$ cat src/rtl/button_pkg.sv
// Shared definitions for the five-button conditioner: channel count, bit indices and debounce FSM states.
package button_pkg;

    localparam int unsigned NUM_BTNS   = 5;

    localparam int unsigned BTN_LEFT   = 0;
    localparam int unsigned BTN_CENTER = 1;
    localparam int unsigned BTN_RIGHT  = 2;
    localparam int unsigned BTN_TOP    = 3;
    localparam int unsigned BTN_BOTTOM = 4;

    localparam int unsigned DEB_CNT_W  = 20;
    localparam int unsigned RPT_CNT_W  = 32;

    typedef enum logic [1:0] {
        LOW     = 2'd0,
        RISING  = 2'd1,
        HIGH    = 2'd2,
        FALLING = 2'd3
    } btn_state_e;

endpackage

$ cat src/rtl/button_channel.sv
// One button bit: two-flop synchronizer, debounce FSM, press/release edge pulses and auto-repeat.
module button_channel
    import button_pkg::*;
#(
    parameter int unsigned DEBOUNCE_CYCLES = 250000,
    parameter int unsigned REPEAT_DELAY    = 50000000,
    parameter int unsigned REPEAT_PERIOD   = 10000000
) (
    input  logic clk,
    input  logic rst,
    input  logic btn_raw,
    output logic btn_level,
    output logic btn_press,
    output logic btn_release,
    output logic btn_repeat
);

    localparam logic [DEB_CNT_W-1:0] CNT_LAST   = DEB_CNT_W'(DEBOUNCE_CYCLES - 1);
    localparam logic [RPT_CNT_W-1:0] RPT_DELAY  = RPT_CNT_W'(REPEAT_DELAY);
    localparam logic [RPT_CNT_W-1:0] RPT_RELOAD = RPT_CNT_W'(REPEAT_DELAY - REPEAT_PERIOD);
    localparam bit                   RPT_EN     = (REPEAT_DELAY != 0);
    localparam bit                   DEB_SINGLE = (DEBOUNCE_CYCLES == 1);

    logic                 sync1_q, sync1_d;
    logic                 sync2_q, sync2_d;
    btn_state_e           state_q, state_d;
    logic [DEB_CNT_W-1:0] cnt_q, cnt_d;
    logic [RPT_CNT_W-1:0] rcnt_q, rcnt_d;
    logic                 level_q, level_d;
    logic                 press_q, press_d;
    logic                 release_q, release_d;
    logic                 repeat_q, repeat_d;
    logic [RPT_CNT_W-1:0] rcnt_inc;

    always_comb begin
        sync1_d   = btn_raw;
        sync2_d   = sync1_q;
        state_d   = state_q;
        cnt_d     = cnt_q;
        rcnt_d    = rcnt_q;
        rcnt_inc  = rcnt_q + RPT_CNT_W'(1);
        press_d   = 1'b0;
        release_d = 1'b0;
        repeat_d  = 1'b0;

        unique case (state_q)
            LOW: begin
                if (sync2_q) begin
                    if (DEB_SINGLE) begin
                        state_d = HIGH;
                    end else begin
                        state_d = RISING;
                        cnt_d   = DEB_CNT_W'(1);
                    end
                end else begin
                    cnt_d = '0;
                end
            end
            RISING: begin
                if (!sync2_q) begin
                    state_d = LOW;
                    cnt_d   = '0;
                end else if (cnt_q == CNT_LAST) begin
                    state_d = HIGH;
                end else begin
                    cnt_d = cnt_q + DEB_CNT_W'(1);
                end
            end
            HIGH: begin
                if (!sync2_q) begin
                    if (DEB_SINGLE) begin
                        state_d = LOW;
                    end else begin
                        state_d = FALLING;
                        cnt_d   = DEB_CNT_W'(1);
                    end
                end
            end
            FALLING: begin
                if (sync2_q) begin
                    state_d = HIGH;
                end else if (cnt_q == CNT_LAST) begin
                    state_d = LOW;
                end else begin
                    cnt_d = cnt_q + DEB_CNT_W'(1);
                end
            end
            default: begin
                state_d = LOW;
                cnt_d   = '0;
            end
        endcase

        level_d   = (state_d == HIGH) || (state_d == FALLING);
        press_d   = level_d && !level_q;
        release_d = !level_d && level_q;

        // A pulse that falls due while leaving HIGH is held back until HIGH resumes.
        if (press_d) begin
            rcnt_d = '0;
        end else if (state_q == HIGH) begin
            if (RPT_EN && (rcnt_inc == RPT_DELAY)) begin
                if (state_d == HIGH) begin
                    repeat_d = 1'b1;
                    rcnt_d   = RPT_RELOAD;
                end
            end else begin
                rcnt_d = rcnt_inc;
            end
        end
    end

    always_ff @(posedge clk) begin
        if (rst) begin
            sync1_q   <= 1'b0;
            sync2_q   <= 1'b0;
            state_q   <= LOW;
            cnt_q     <= '0;
            rcnt_q    <= '0;
            level_q   <= 1'b0;
            press_q   <= 1'b0;
            release_q <= 1'b0;
            repeat_q  <= 1'b0;
        end else begin
            sync1_q   <= sync1_d;
            sync2_q   <= sync2_d;
            state_q   <= state_d;
            cnt_q     <= cnt_d;
            rcnt_q    <= rcnt_d;
            level_q   <= level_d;
            press_q   <= press_d;
            release_q <= release_d;
            repeat_q  <= repeat_d;
        end
    end

    assign btn_level   = level_q;
    assign btn_press   = press_q;
    assign btn_release = release_q;
    assign btn_repeat  = repeat_q;

endmodule

$ cat src/rtl/button_conditioner.sv
// Board button front end: five independent debounce/auto-repeat channels feeding the CPU button inputs.
module button_conditioner
    import button_pkg::*;
#(
    parameter int unsigned DEBOUNCE_CYCLES = 250000,
    parameter int unsigned REPEAT_DELAY    = 50000000,
    parameter int unsigned REPEAT_PERIOD   = 10000000
) (
    input  logic                clk,
    input  logic                rst,
    input  logic [NUM_BTNS-1:0] btn_raw,
    output logic [NUM_BTNS-1:0] btn_level,
    output logic [NUM_BTNS-1:0] btn_press,
    output logic [NUM_BTNS-1:0] btn_release,
    output logic [NUM_BTNS-1:0] btn_repeat
);

    for (genvar i = 0; i < NUM_BTNS; i++) begin : g_ch
        button_channel #(
            .DEBOUNCE_CYCLES (DEBOUNCE_CYCLES),
            .REPEAT_DELAY    (REPEAT_DELAY),
            .REPEAT_PERIOD   (REPEAT_PERIOD)
        ) u_channel (
            .clk         (clk),
            .rst         (rst),
            .btn_raw     (btn_raw[i]),
            .btn_level   (btn_level[i]),
            .btn_press   (btn_press[i]),
            .btn_release (btn_release[i]),
            .btn_repeat  (btn_repeat[i])
        );
    end

endmodule

$ cat config.mk
export PLATFORM = sky130hd
export DESIGN_NAME = button_conditioner
export DESIGN_NICKNAME = d
export VERILOG_FILES = /design/src/rtl/button_pkg.sv /design/src/rtl/button_channel.sv /design/src/rtl/button_conditioner.sv
export SDC_FILE = /design/constraint.sdc
export NUM_CORES = 1
export LEC_CHECK = 0
export BUFFER_PORTS_ARGS = -buffer_cell sky130_fd_sc_hd__buf_4
export CAP_MARGIN = 20
export CORE_AREA = 3 3 234 236
export CTS_BUF_LIST = sky130_fd_sc_hd__clkbuf_4 sky130_fd_sc_hd__clkbuf_8
export DETAILED_ROUTE_END_ITERATION = 8
export DIE_AREA = 0 0 237 239
export HOLD_SLACK_MARGIN = 0.12
export PLACE_DENSITY = 0.57
export RECOVER_POWER = 100
export SETUP_SLACK_MARGIN = 0.2
export SKIP_LAST_GASP = 1
export SLEW_MARGIN = 0
export SYNTH_ARGS = -nofsm -noshare
export SYNTH_HDL_FRONTEND = slang
export SYNTH_HIERARCHICAL = 1
export SYNTH_SLANG_ARGS = --single-unit
export TNS_END_PERCENT = 1
$ cat constraint.sdc
create_clock -name clk -period 5.9 [get_ports clk]
set_input_delay 1.18 -clock clk [delete_from_list [all_inputs] [get_ports clk]]
set_output_delay 1.18 -clock clk [all_outputs]
set_load 0.01 [all_outputs]
[Word-level counts from Yosys, hierarchy flattened]
Cells that the tools add are included.
Operators by class
  muxes and demuxes: 80
  eq/ne operators: 50
  reduce and logical (&&, ||, !) cells: 50
  bitwise operators: 10
  add/subtract/negate cells: 10
Operator list (count)
  $mux 20: 20
  $pmux 20 s4: 5
  $mux 32: 10
  $add 32x1->32 const B: 5
  $eq 32x26->1 const B: 5
  $add 20x1->20 const B: 5
  $eq 20x18->1 const B: 5
  $mux 2: 30
  $eq 2x2->1 const B: 20
  $pmux 2 s4: 5
  $ne 2x2->1 const B: 10
  $reduce_and 2->1: 10
  $reduce_or 4->1: 5
  $eq 2x1->1 const B: 5
  $logic_and 1x1->1: 10
  $logic_not 1->1: 10
  $logic_not 2->1: 5
  $mux 1: 10
  $ne 2x1->1 const B: 5
  $not 1->1: 10
  $reduce_or 2->1: 5
  $logic_or 1x1->1: 5
Storage, ports and cells
  word-level logic and storage cells: 245
  bits of input ports: 7
  bits in registers: 300
  output and inout bits: 20

[Longest topological paths before layout]
Gate-level depths: netlist of run 1.
  word-level depth: 8
  gate-level depth with buffers: 12
  depth with buffers taken out: 9

[Cells and area by module]
The synthesis of run 1 kept the hierarchy.
Modules (own cells, without submodules)
  button_channel (g_ch[0].u_channel ...): cells an instance 492, times used 3, seq. area each 1181.1 µm², area an instance 3701.0 µm²
  button_channel (g_ch[1].u_channel): cells an instance 480, times used 1, seq. area each 1181.1 µm², area an instance 3686.0 µm²
  button_channel (g_ch[4].u_channel): cells an instance 470, times used 1, seq. area each 1201.2 µm², area an instance 3664.8 µm²

[Worst setup path before layout of run 1]
Ideal clock, no wire load.
  path kind: reg2reg
  from: reg g_ch[1].u_channel.rcnt_q[0]
  to: reg g_ch[1].u_channel.rcnt_q[18]
  path slack: 2.759 ns
  path buffers: 2
  arrival: 3.055 ns
  clock period less this slack: 3.141 ns
  required time: 5.814 ns
  cell stages (with the launch flop): 12
  setup time: 0.086 ns
  path through: dfxtp_1 ha_1 nand4_4 or4_1 buf_2 xnor2_1 or4_1 nor4b_1 and4bb_1 buf_4 nor2_2 a211oi_1
On the way
  cells in the longest elaborated chain, start to end: 4
  elaborated cells on any way between the ends: 5
  classes of those cells: add/sub: 1; eq/ne: 2; mux: 1; reduce/logical: 1
RTL lines
  from (decl): RTL line button_channel.sv:28  | logic [RPT_CNT_W-1:0] rcnt_q, rcnt_d;
  from (signal assigned): RTL line button_channel.sv:129  | rcnt_q <= rcnt_d;
  $add 32x1->32 *: RTL line button_channel.sv:41  | rcnt_inc = rcnt_q + RPT_CNT_W'(1);
  $eq 32x26->1: RTL line button_channel.sv:102  | if (RPT_EN && (rcnt_inc == RPT_DELAY)) begin
  $ne 2x1->1 (no source line)
  $reduce_and 2->1 (no source line)
Mark *: on every way between the ends. The rest lies on a longest branch, timed or not.
A chain may end at the register's enable or synchronous reset.

[Worst setup path in the final report of run 1]
  from: in rst
  to: reg g_ch[0].u_channel.rcnt_q[7]
On the way
  cells in the longest elaborated chain, start to end: 1
RTL lines
  from (decl): RTL line button_conditioner.sv:10  | input logic rst,
  $reduce_or 2->1 (no source line)
  to (signal assigned): RTL line button_channel.sv:129
  to (decl): RTL line button_channel.sv:28
No other way between the ends.

==> results of run 1 <==
## routing by layer
layer | vias to the layer above | part of all wire (%)
li1 | 8937 | -
met1 | 8501 | 48
met2 | 421 | 45
met3 | 87 | 5.0
met4 | 0 | 2.2
met5 | - | 0
## cell type report
| cell class | count | area, um^2 |
|---|---|---|
| Multi-Input combinational cell | 1894 | 11400 |
| Clock inverter | 11 | 87.6 |
| Inverter | 66 | 248 |
| Sequential cell | 296 | 5930 |
| Tap cell | 688 | 861 |
| Antenna cell | 1 | 2.50 |
| Clock buffer | 87 | 1100 |
| Timing Repair Buffer | 38 | 199 |
| Fill cell | 5468 | 32900 |
## layout by cell type (no fill, tap or decap), types with 8 or more instances in the layout
cell and instances:
a211oi_1 12, a21o_1 8, a21oi_1 96, a22oi_1 40, a311oi_1 47, a31oi_1 35
a41oi_1 14, and2_1 21, and3_1 64, and4_1 16, buf_4 15, clkbuf_1 23
clkbuf_4 15, clkbuf_8 72, dfxtp_1 296, ha_1 11, inv_1 66, mux2i_1 17
nand2_1 239, nand2b_1 14, nand3_1 144, nand4_1 86, nor2_1 267, nor2b_1 22
nor3_1 82, nor4_1 68, nor4b_1 23, o211ai_1 22, o21ai_0 162, o21ai_1 13
o22ai_1 12, o31ai_1 24, or3_1 48, or4_1 53, xnor2_1 36, xor2_1 35
## state kept, by name (all words and copies together) (netlist names)
register	count
g_ch.u_channel/rcnt_q	160
g_ch.u_channel/btn_press	5
g_ch.u_channel/sync2_q	5
g_ch.u_channel/btn_level	1
g_ch.u_channel/cnt_q	100
g_ch.u_channel/btn_release	5
g_ch.u_channel/btn_repeat	5
g_ch.u_channel/state_q	10
g_ch.u_channel/sync1_q	5
## report_power, final
| group | internal, mW | switching (mW) | total, mW |
|---|---|---|---|
| clock | 1.22 | 0.925 | 2.15 |
| combinational | 0.0264 | 0.0642 | 0.0906 |
| sequential | 2.02 | 0.0306 | 2.05 |
| total | 3.26 | 1.02 | 4.28 |
## metrics by stage
stage	util [%]	std cells	instance area, um^2	setup slack [ns]
final	37.6	3081	19800	1.39
after global placement	35.6	2981	18700	2.09
after detailed placement	35.6	2981	18700	2.00
after global routing	37.6	3081	19800	0.846
after CTS	37.8	3079	19900	1.98
after floorplan	-	2426	18500	2.76
## worst max-delay path: cells and delay by family
family,cells,cell delay (ns)
AO/OA/AOI/OAI,3,1.37
buffers and inverters,2,2.38
## final timing paths
kind                                            start                                        to  slack [ns]  depth (start not counted)
max                                               rst  g_ch[0].u_channel/rcnt_q[7]$_SDFFE_PP0P_        1.39                          5
min              g_ch[4].u_channel/sync1_q$_SDFF_PP0_      g_ch[4].u_channel/sync2_q$_SDFF_PP0_        0.44                          1
max reg2reg  g_ch[2].u_channel/rcnt_q[0]$_SDFFE_PP0P_  g_ch[2].u_channel/rcnt_q[4]$_SDFFE_PP0P_        1.42                          9
min reg2reg      g_ch[4].u_channel/sync1_q$_SDFF_PP0_      g_ch[4].u_channel/sync2_q$_SDFF_PP0_        0.44                          1
## kinds of logic (layout without fill, tap and decap cells)
logic type / count (synthesis) / after routing / share of synthesized area [%]
buffers and inverters: 236 / 202 / 6.07
AOI/OAI and AO/OA: 555 / 555 / 20.0
DFF: 296 / 296 / 32.1
and+or+nand+nor: 1236 / 1236 / 36.5
xor gates and xnor gates: 74 / 74 / 3.63
other: 0 / 1 / 0
adders and majority gates: 11 / 11 / 0.746
muxes: 18 / 18 / 0.983
==> reports/qor.txt, run 1 <==
Tcrit/Tclk final: 76.4%
initial antenna violation count: 1
GR Util met3: 2.62%
CTS tree: built
syn_nets: 2444
startpoint types: input port
most frequent CP cell: clkbuf_1
fmax: 222 MHz
Core ar.: 52700 um^2
Iteration-0 DRC Markers: 1370
I/O Pins: 27
sequential-to-total area share from yosys stat: 32.1%
warnings from Yosys: 6
met1 GRT Util: 22.8%
Clock H-tree levels: 2
Worst-Skew Late Latency: 0.65 ns
Largest stage delay, worst path: 1.87 ns
Die Height: 239 um
count leader, synth: dfxtp_1
status: complete, but fails checks
WHS: 0.441 ns
setup TNS: 0 ns
Die Span X: 237 um
crit end category: flop
post-synth top area cell: dfxtp_1
Die ar.: 56600 um^2
largest net degree at the start of global routing: 56
routed len/inst: 15.9 um
Total Routing Usage GR: 16.7%
final setup fails: 0
#FFs+latches synth: 296
Final Wtd Congestion: 0.906
grt peak-use layer: met2
Most used DFF post-synth: dfxtp_1
# DRC: 0
Starting Density: 35.0%
Peak VDD IR: 137 uV
met2 GRT Util: 27.0%
Required @ worst endpoint: 6.37 ns
number of flops mapped to enable cells by yosys: 0
post-CTS setup buffers: 0
max-slew violation count: 72
P_leak: 6.21 nW
via count: 17900
layout cells sized above 1: 7.78%
Detailed Routing Iterations Pass 1: 6
post-route ant nets: 0
Critical-path top delay cell: clkbuf_1
Fin Clk Skew: 0.0268 ns
Worst Path Arrival: 4.98 ns
vias in the first global route: 16400
clock slew at the register clock pins of the worst setup and hold paths: 0.05 ns
top post-synthesis cells by count: dfxtp_1, nor2_1, nand2_1
CTS max path bufs: 3
port buffer count: 26
RSZ-0062 raised after global routing: false
min Tclk post-route: 4.51 ns
Post-CTS Hold Buffers: 0
Vias/cell: 5.82
Cell Pwr Density: 217 nW/um^2
cts repair resizes: 0
syn_area_per_cell: 7.61 um^2
CP cell instances: clkbuf_1 > a21oi_1 > clkbuf_1 > o21ai_1 > o221ai_1
Area Growth Syn to Fin: 7.21%
HPWL after detailed placement: 32700 um
Synth Instances: 2426
# Max-Cap Violations: 2
global-route wire length before repair: 81900 um
TritonCTS Sinks: 296
top area cells in the synthesized netlist: dfxtp_1, nor2_1, nand2_1
Post-Syn Area: 18500 um^2
Critical Path Fanout Max: 55
Root Buffer: clkbuf_8
count of unique library cells instantiated by Yosys: 99
total power: 4.28 mW
Hold Path Class: flop to flop
area share of the largest cell type after synthesis: 32.1%
GRT Residual Overflow: 0
crit path kind: input port to flop
Final Hold Violating Endpoints: 0
failing checks: max-capacitance violations, max-slew violations
asr flop ratio synth: 0%
Slew HR: -80.1%
routed wire length: 49100 um
# rows: 84
final-stage net count: 2370
TritonCTS buffer count: 56
worst slew pin tran: 2.70 ns
Note: power is estimated with default switching activity, not from simulation.
==> run 2, diff against run 1 <==
--- a/config.mk
+++ b/config.mk
@@ -5,14 +5,15 @@
 export SDC_FILE = /design/constraint.sdc
 export NUM_CORES = 1
 export LEC_CHECK = 0
+export ABC_AREA = 1
 export BUFFER_PORTS_ARGS = -buffer_cell sky130_fd_sc_hd__buf_4
 export CAP_MARGIN = 20
-export CORE_AREA = 3 3 234 236
+export CORE_AREA = 3 3 250 252
 export CTS_BUF_LIST = sky130_fd_sc_hd__clkbuf_4 sky130_fd_sc_hd__clkbuf_8
 export DETAILED_ROUTE_END_ITERATION = 8
-export DIE_AREA = 0 0 237 239
+export DIE_AREA = 0 0 253 255
 export HOLD_SLACK_MARGIN = 0.12
-export PLACE_DENSITY = 0.57
+export PLACE_DENSITY = 0.59
 export RECOVER_POWER = 100
 export SETUP_SLACK_MARGIN = 0.2
 export SKIP_LAST_GASP = 1
==> constraint.sdc (replaced) <==
create_clock -name clk -period 4.13 [get_ports clk]
set_input_delay 0.826 -clock clk [delete_from_list [all_inputs] [get_ports clk]]
set_output_delay 0.826 -clock clk [all_outputs]
set_load 0.01 [all_outputs]
==> run 2 against run 1 <==
Net effect: the flow still finishes with violations (max-capacitance violations, max-slew violations); die area is 14% higher; worst setup slack worse by 0.64 ns; non-clock buffer count grew 13; clock skew down 0.0095 ns; highest routed layer unchanged.
==> reports/qor.txt, run 2 <==
Cell Pwr Density: 269 nW/um^2
final-stage net count: 3714
number of flops mapped to enable cells by yosys: 0
Detailed Routing Iterations Pass 1: 5
Synth Instances: 3668
Final Non-Filler Cells: 4523
min Tclk post-route: 3.37 ns
largest reg by FF count: g_ch.u_channel/rcnt_q
top area cells in the synthesized netlist: dfxtp_1, nand2_1, nor2_1
routed len/inst: 13.5 um
startpoint types: flop
TritonCTS Sinks: 296
Worst Path Arrival: 3.91 ns
routed wire length: 60900 um
Worst Setup EP: g_ch[4].u_channel/rcnt_q[25]$_SDFFE_PP0P_
Final Wtd Congestion: 0.908
Fill cells: 6687
sequential-to-total area share from yosys stat: 28.1%
layout cells sized above 1: 6.69%
top post-synthesis cells by count: nand2_1, nor2_1, nand3_1
syn_area_per_cell: 5.76 um^2
CTS tree: built
P_leak: 9.02 nW
post-CTS setup buffers: 0
crit path kind: flop to flop
Peak VDD IR: 204 uV
vias in the first global route: 20600
post-route ant nets: 0
final setup fails: 0
biggest registers after layout: g_ch.u_channel/rcnt_q x160, g_ch.u_channel/cnt_q x100, g_ch.u_channel/state_q x10
fmax: 297 MHz
GRT Residual Overflow: 0
Required @ worst endpoint: 4.67 ns
Core Util, Final: 38.4%
Post-CTS Hold Buffers: 0
Final Hold Violating Endpoints: 0
Total Routing Usage GR: 18.8%
Root Buffer: clkbuf_8
Hold Path Class: input port to flop
Tcrit/Tclk final: 81.6%
max reg flops: 160
CP Launch Point: g_ch[4].u_channel/rcnt_q[1]$_SDFFE_PP0P_
Die ar.: 64500 um^2
# Max-Cap Violations: 1
cts repair resizes: 0
asr flop ratio synth: 0%
DP Area: 22000 um^2
global-route wire length before repair: 103000 um
worst reg2reg startpoint: g_ch[4].u_channel/rcnt_q[1]$_SDFFE_PP0P_
count of unique library cells instantiated by Yosys: 46
RSZ-0062 raised after global routing: false
Die Span X: 253 um
post-synth top area cell: dfxtp_1
warnings from Yosys: 6
Vias/cell: 4.98
port buffer count: 26
Starting Density: 35.0%
Placed Cells incl. Taps: 4418
Iteration-0 DRC Markers: 1463
clock slew at the register clock pins of the worst setup and hold paths: 0.06 ns
Fin Clk Skew: 0.0172 ns
fin area: 23200 um^2
via count: 22500
status: complete, but fails checks
setup TNS: 0 ns
CTS max path bufs: 3
Area Growth Syn to Fin: 9.65%
largest net degree at the start of global routing: 34
RR Endpoint: g_ch[4].u_channel/rcnt_q[25]$_SDFFE_PP0P_
Die Height: 255 um
Worst-Skew Late Latency: 0.65 ns
max-slew violation count: 32
# rows: 90
r2r setup slk: 0.76 ns
area share of the largest cell type after synthesis: 28.1%
HPWL after detailed placement: 43900 um
Core ar.: 60400 um^2
failing checks: max-capacitance violations, max-slew violations
Critical Path Fanout Max: 20
R2R cell count: 16
most frequent cells in the layout: nand2_1, nor2_1, nand3_1
Slew HR: -1.74%
Most used DFF post-synth: dfxtp_1
leading cell type in the layout, fill and taps excluded: nand2_1
syn_nets: 3686
Clock H-tree levels: 2
count leader, synth: nand2_1
Post-Syn Area: 21100 um^2
# DRC: 0
crit end category: flop
I/O Pins: 27
TritonCTS buffer count: 58
initial antenna violation count: 1
#FFs+latches synth: 296
worst slew pin tran: 1.53 ns
run 2: worst min path at each step:
stage | slack (ns) | depth (start not counted) | from | end
2_1_floorplan | 0.39 | 2 | g_ch[0].u_channel/sync1_q$_SDFF_PP0_ | g_ch[0].u_channel/sync2_q$_SDFF_PP0_
3_3_place_gp | 0.39 | 2 | g_ch[3].u_channel/sync1_q$_SDFF_PP0_ | g_ch[3].u_channel/sync2_q$_SDFF_PP0_
3_5_place_dp | 0.40 | 2 | g_ch[4].u_channel/sync1_q$_SDFF_PP0_ | g_ch[4].u_channel/sync2_q$_SDFF_PP0_
4_1_cts | 0.30 | 3 | btn_raw[4] | g_ch[4].u_channel/sync1_q$_SDFF_PP0_
5_1_grt | 0.34 | 3 | btn_raw[4] | g_ch[4].u_channel/sync1_q$_SDFF_PP0_
6_report | 0.37 | 3 | btn_raw[4] | g_ch[4].u_channel/sync1_q$_SDFF_PP0_
run 2: power by group:
group	switching [mW]	internal, mW
registers	0.00805	2.86
clock network	1.38	1.89
logic	0.0773	0.0186
total	1.46	4.77
run 2: cell type report:
cell class,count,area (um^2),share of cell area (%)
multi-input combinational,2870,13100,56.8
sequential,296,5930,25.6
inverter,419,1570,6.79
clock buffer,78,1000,4.34
tap,782,978,4.23
timing repair buffer,51,267,1.15
clock inverter,25,262,1.13
antenna,2,5.00,0.0216
run 2: metrics by stage:
step,setup WS (ns),hold WS (ns),power [mW]
finish,0.759,0.372,6.24
global route,0.476,0.337,6.51
CTS,1.14,0.298,6.40
detailed placement,1.15,0.396,3.03
global placement,1.17,0.390,3.03
floorplan,1.96,0.388,2.99
run 2: logic make-up after synthesis:
group                    Yosys count  synth area share [%]
AO/OA/AOI/OAI                    320                  8.34
flip-flops                       296                  28.1
AND/OR/NAND/NOR                 2523                  52.8
adder cells (fa/ha/maj)           11                 0.652
XOR/XNOR                          16                 0.664
buffers and inverters            502                  9.51
run 2: worst max-delay path, stage by stage (launching register included):
cell and delay [ns]:
dfxtp_1 0.42, ha_1 0.26, inv_1 0.09, nor2_1 0.53, nand3_1 0.23, nand2_1 0.10
nand2_1 0.09, nor2_1 0.10, nand2_1 0.10, nor2_1 0.10, nand2_1 0.05, nor2_1 0.17
nand3_4 0.16, nand2_4 0.30, nand2_2 0.30, nor2_1 0.19, nor2_1 0.06
run 2: metal layers:
metal  up-vias  track usage [%]  wire, um
met5         -                0         0
met4         0             6.10      1550
met3       113             2.80      3320
met2       530             30.2     26800
met1     10000             25.8     29200
li1      11800                -         -
==> run 3, diff against run 2 <==
--- a/config.mk
+++ b/config.mk
@@ -5,15 +5,15 @@
 export SDC_FILE = /design/constraint.sdc
 export NUM_CORES = 1
 export LEC_CHECK = 0
-export ABC_AREA = 1
+export ABC_AREA = 0
 export BUFFER_PORTS_ARGS = -buffer_cell sky130_fd_sc_hd__buf_4
 export CAP_MARGIN = 20
-export CORE_AREA = 3 3 250 252
+export CORE_AREA = 3 3 234 236
 export CTS_BUF_LIST = sky130_fd_sc_hd__clkbuf_4 sky130_fd_sc_hd__clkbuf_8
 export DETAILED_ROUTE_END_ITERATION = 8
-export DIE_AREA = 0 0 253 255
+export DIE_AREA = 0 0 237 239
 export HOLD_SLACK_MARGIN = 0.12
-export PLACE_DENSITY = 0.59
+export PLACE_DENSITY = 0.57
 export RECOVER_POWER = 100
 export SETUP_SLACK_MARGIN = 0.2
 export SKIP_LAST_GASP = 1
==> constraint.sdc (replaced) <==
create_clock -name clk -period 3.3 [get_ports clk]
set_input_delay 0.66 -clock clk [delete_from_list [all_inputs] [get_ports clk]]
set_output_delay 0.66 -clock clk [all_outputs]
set_load 0.01 [all_outputs]
==> run 3 against run 2 <==
Net effect: the run now ends clean; routed wire length down 14%; count of clock-buffer cells in the layout up 7; combinational power up 120%; cell count down 30%; global-route usage down 1.0 points; first-iteration DRC count down 1.2%; worst hold slack worse by 0.15 ns; clock skew up 0.015 ns; via count down 17%; total power up 29%; worst setup slack worse by 0.54 ns; largest cell class unchanged; highest routed layer unchanged.
==> reports/qor.txt, run 3 (synthesized netlist as in run 1, its figures left out) <==
Slew HR: 7.04%
worst slack, placed: -0.0104 ns
Final Non-Filler Cells: 3188
Switching Share: 23.0%
# Max-Cap Violations: 0
Final Hold Violating Endpoints: 0
Hold Path Class: input port to flop
Highest Signal Layer: met4
Critical Path Fanout Max: 5
Peak VDD IR: 294 uV
Total Routing Usage GR: 17.8%
GRT Residual Overflow: 0
max reg flops: 160
met3 wire length: 2870 um
CP cell instances: ha_4 > nand4_4 > or4_1 > xnor2_1 > or4_1 > nor4b_4 > and4bb_4 > nand2b_1 > a32o_1
Root Buffer: clkbuf_8
Core ar.: 52700 um^2
CP Launch Point: g_ch[1].u_channel/rcnt_q[0]$_SDFFE_PP0P_
fmax: 324 MHz
layout cells sized above 1: 12.8%
min Tclk post-route: 3.08 ns
P_int: 6.20 mW
most frequent cells in the layout: dfxtp_1, nor2_1, nand2_1
Largest stage delay, worst path: 0.58 ns
CP bufs+invs: 0
Switching Power: 1.85 mW
TritonCTS Sinks: 296
crit path kind: flop to flop
Worst Path Arrival: 3.67 ns
CTS tree: built
Fin Clk Skew: 0.0322 ns
Cell Pwr Density: 386 nW/um^2
worst slew pin tran: 1.39 ns
Placed Cells incl. Taps: 3081
initial antenna violation count: 1
WL met1: 23800 um
most frequent CP cell: or4_1
Die Span X: 237 um
Crit path depth: 9
largest net degree at the start of global routing: 66
R2R cell count: 9
Critical-path top delay cell: or4_1
Area Growth Syn to Fin: 13.1%
crit end category: flop
Final Wtd Congestion: 0.929
I/O Pins: 27
HPWL after detailed placement: 35700 um
via count: 18600
Worst Setup EP: g_ch[1].u_channel/rcnt_q[7]$_SDFFE_PP0P_
TritonCTS buffer count: 56
routed wire length: 52200 um
fin area: 20900 um^2
# DRC: 0
vias in the first global route: 17500
RR Endpoint: g_ch[1].u_channel/rcnt_q[7]$_SDFFE_PP0P_
final setup fails: 0
CP delay by family, top: simple AND/OR/NAND/NOR gates
global-route wire length before repair: 86700 um
Reg power frac: 45.2%
port buffer count: 26
post-route ant nets: 0
r2r setup slk: 0.22 ns
Detailed Routing Iterations Pass 1: 6
Starting Density: 35.0%
P_leak: 6.85 nW
startpoint types: flop
Clock H-tree levels: 2
leading cell type in the layout, fill and taps excluded: dfxtp_1
routed len/inst: 16.4 um
Worst-Skew Late Latency: 0.65 ns
final-stage net count: 2474
DP Area: 19500 um^2
Routed met2 length: 23800 um
biggest registers after layout: g_ch.u_channel/rcnt_q x160, g_ch.u_channel/cnt_q x100, g_ch.u_channel/state_q x10
max-slew violation count: 0
worst reg2reg startpoint: g_ch[1].u_channel/rcnt_q[0]$_SDFFE_PP0P_
worst setup margin: 0.218 ns
Logic pwr share: 2.6%
Vias/cell: 5.84
RSZ-0062 raised after global routing: true
Core Util, Final: 39.6%
Required @ worst endpoint: 3.89 ns
clock network power share: 52.2%
WHS: 0.221 ns
CTS max path bufs: 3
Die ar.: 56600 um^2
Die Height: 239 um
largest reg by FF count: g_ch.u_channel/rcnt_q
# rows: 84
Iteration-0 DRC Markers: 1446
status: complete, no violations
Tcrit/Tclk final: 93.4%
clock slew at the register clock pins of the worst setup and hold paths: 0.06 ns
## run 3: changes by cell type in the layout (fill, tap and decap cells not counted), moves of 52 or more
| cell | before | now |
|---|---|---|
| buf_4 | 20 | 105 |
| inv_1 | 397 | 66 |
| a21oi_1 | 166 | 96 |
| nor4_1 | 10 | 63 |
| and3_1 | 5 | 65 |
| or4_1 | 0 | 52 |
| nand2_1 | 1110 | 239 |
| nor2_1 | 677 | 269 |
| nand3_1 | 423 | 140 |
| o21ai_0 | 86 | 157 |
## run 3: worst min-delay path by stage
stage                                               from                                   end  cells after the start
global placement    g_ch[0].u_channel/sync1_q$_SDFF_PP0_  g_ch[0].u_channel/sync2_q$_SDFF_PP0_                      1
detailed placement  g_ch[2].u_channel/sync1_q$_SDFF_PP0_  g_ch[2].u_channel/sync2_q$_SDFF_PP0_                      1
global route                                  btn_raw[2]  g_ch[2].u_channel/sync1_q$_SDFF_PP0_                      2
CTS                                           btn_raw[3]  g_ch[3].u_channel/sync1_q$_SDFF_PP0_                      2
finish                                        btn_raw[0]  g_ch[0].u_channel/sync1_q$_SDFF_PP0_                      2
floorplan           g_ch[0].u_channel/sync1_q$_SDFF_PP0_  g_ch[0].u_channel/sync2_q$_SDFF_PP0_                      1
## run 3: metal layers
layer	GRT usage (%)	up-vias
met2	29.4	529
met3	2.84	130
met1	23.2	8834
li1	-	9139
met4	7.13	0
met5	0	-
## run 3: metrics by stage
step / TNS, ns / total power [mW]
2_1_floorplan: 0 / 3.85
3_3_place_gp: 0 / 3.92
3_5_place_dp: -0.0161 / 3.93
4_1_cts: 0 / 8.21
5_1_grt: 0 / 8.38
6_report: 0 / 8.05
## run 3: power groups by stage
stage	Combinational, mW	Sequential, mW	Clock, mW
floorplan	0.162	3.69	0
global placement	0.210	3.71	0
detailed placement	0.214	3.71	0
CTS	0.217	3.64	4.36
global route	0.236	3.64	4.50
finish	0.212	3.64	4.20
## run 3: timing repair
item,4_1_cts,5_1_grt
setup buffers,1,3
pin swaps,1,4
setup endpoints to repair,80,124
gates resized for setup,14,45
hold buffers,0,0
## run 3: final cells by class
| cell class | count | area (um^2) |
|---|---|---|
| multi-input combinational | 1894 | 11500 |
| clock buffer | 85 | 1110 |
| sequential | 296 | 5940 |
| timing repair buffer | 142 | 943 |
| clock inverter | 16 | 214 |
| inverter | 66 | 248 |
| antenna | 1 | 2.50 |
| tap | 688 | 861 |
| fill | 5384 | 31800 |
## run 3: worst reg2reg max path: stages (launching register included)
cell	delay, ns
dfxtp_2	0.35
ha_4	0.17
nand4_4	0.10
or4_1	0.57
xnor2_1	0.17
or4_1	0.58
nor4b_4	0.29
and4bb_4	0.34
nand2b_1	0.27
a32o_1	0.20
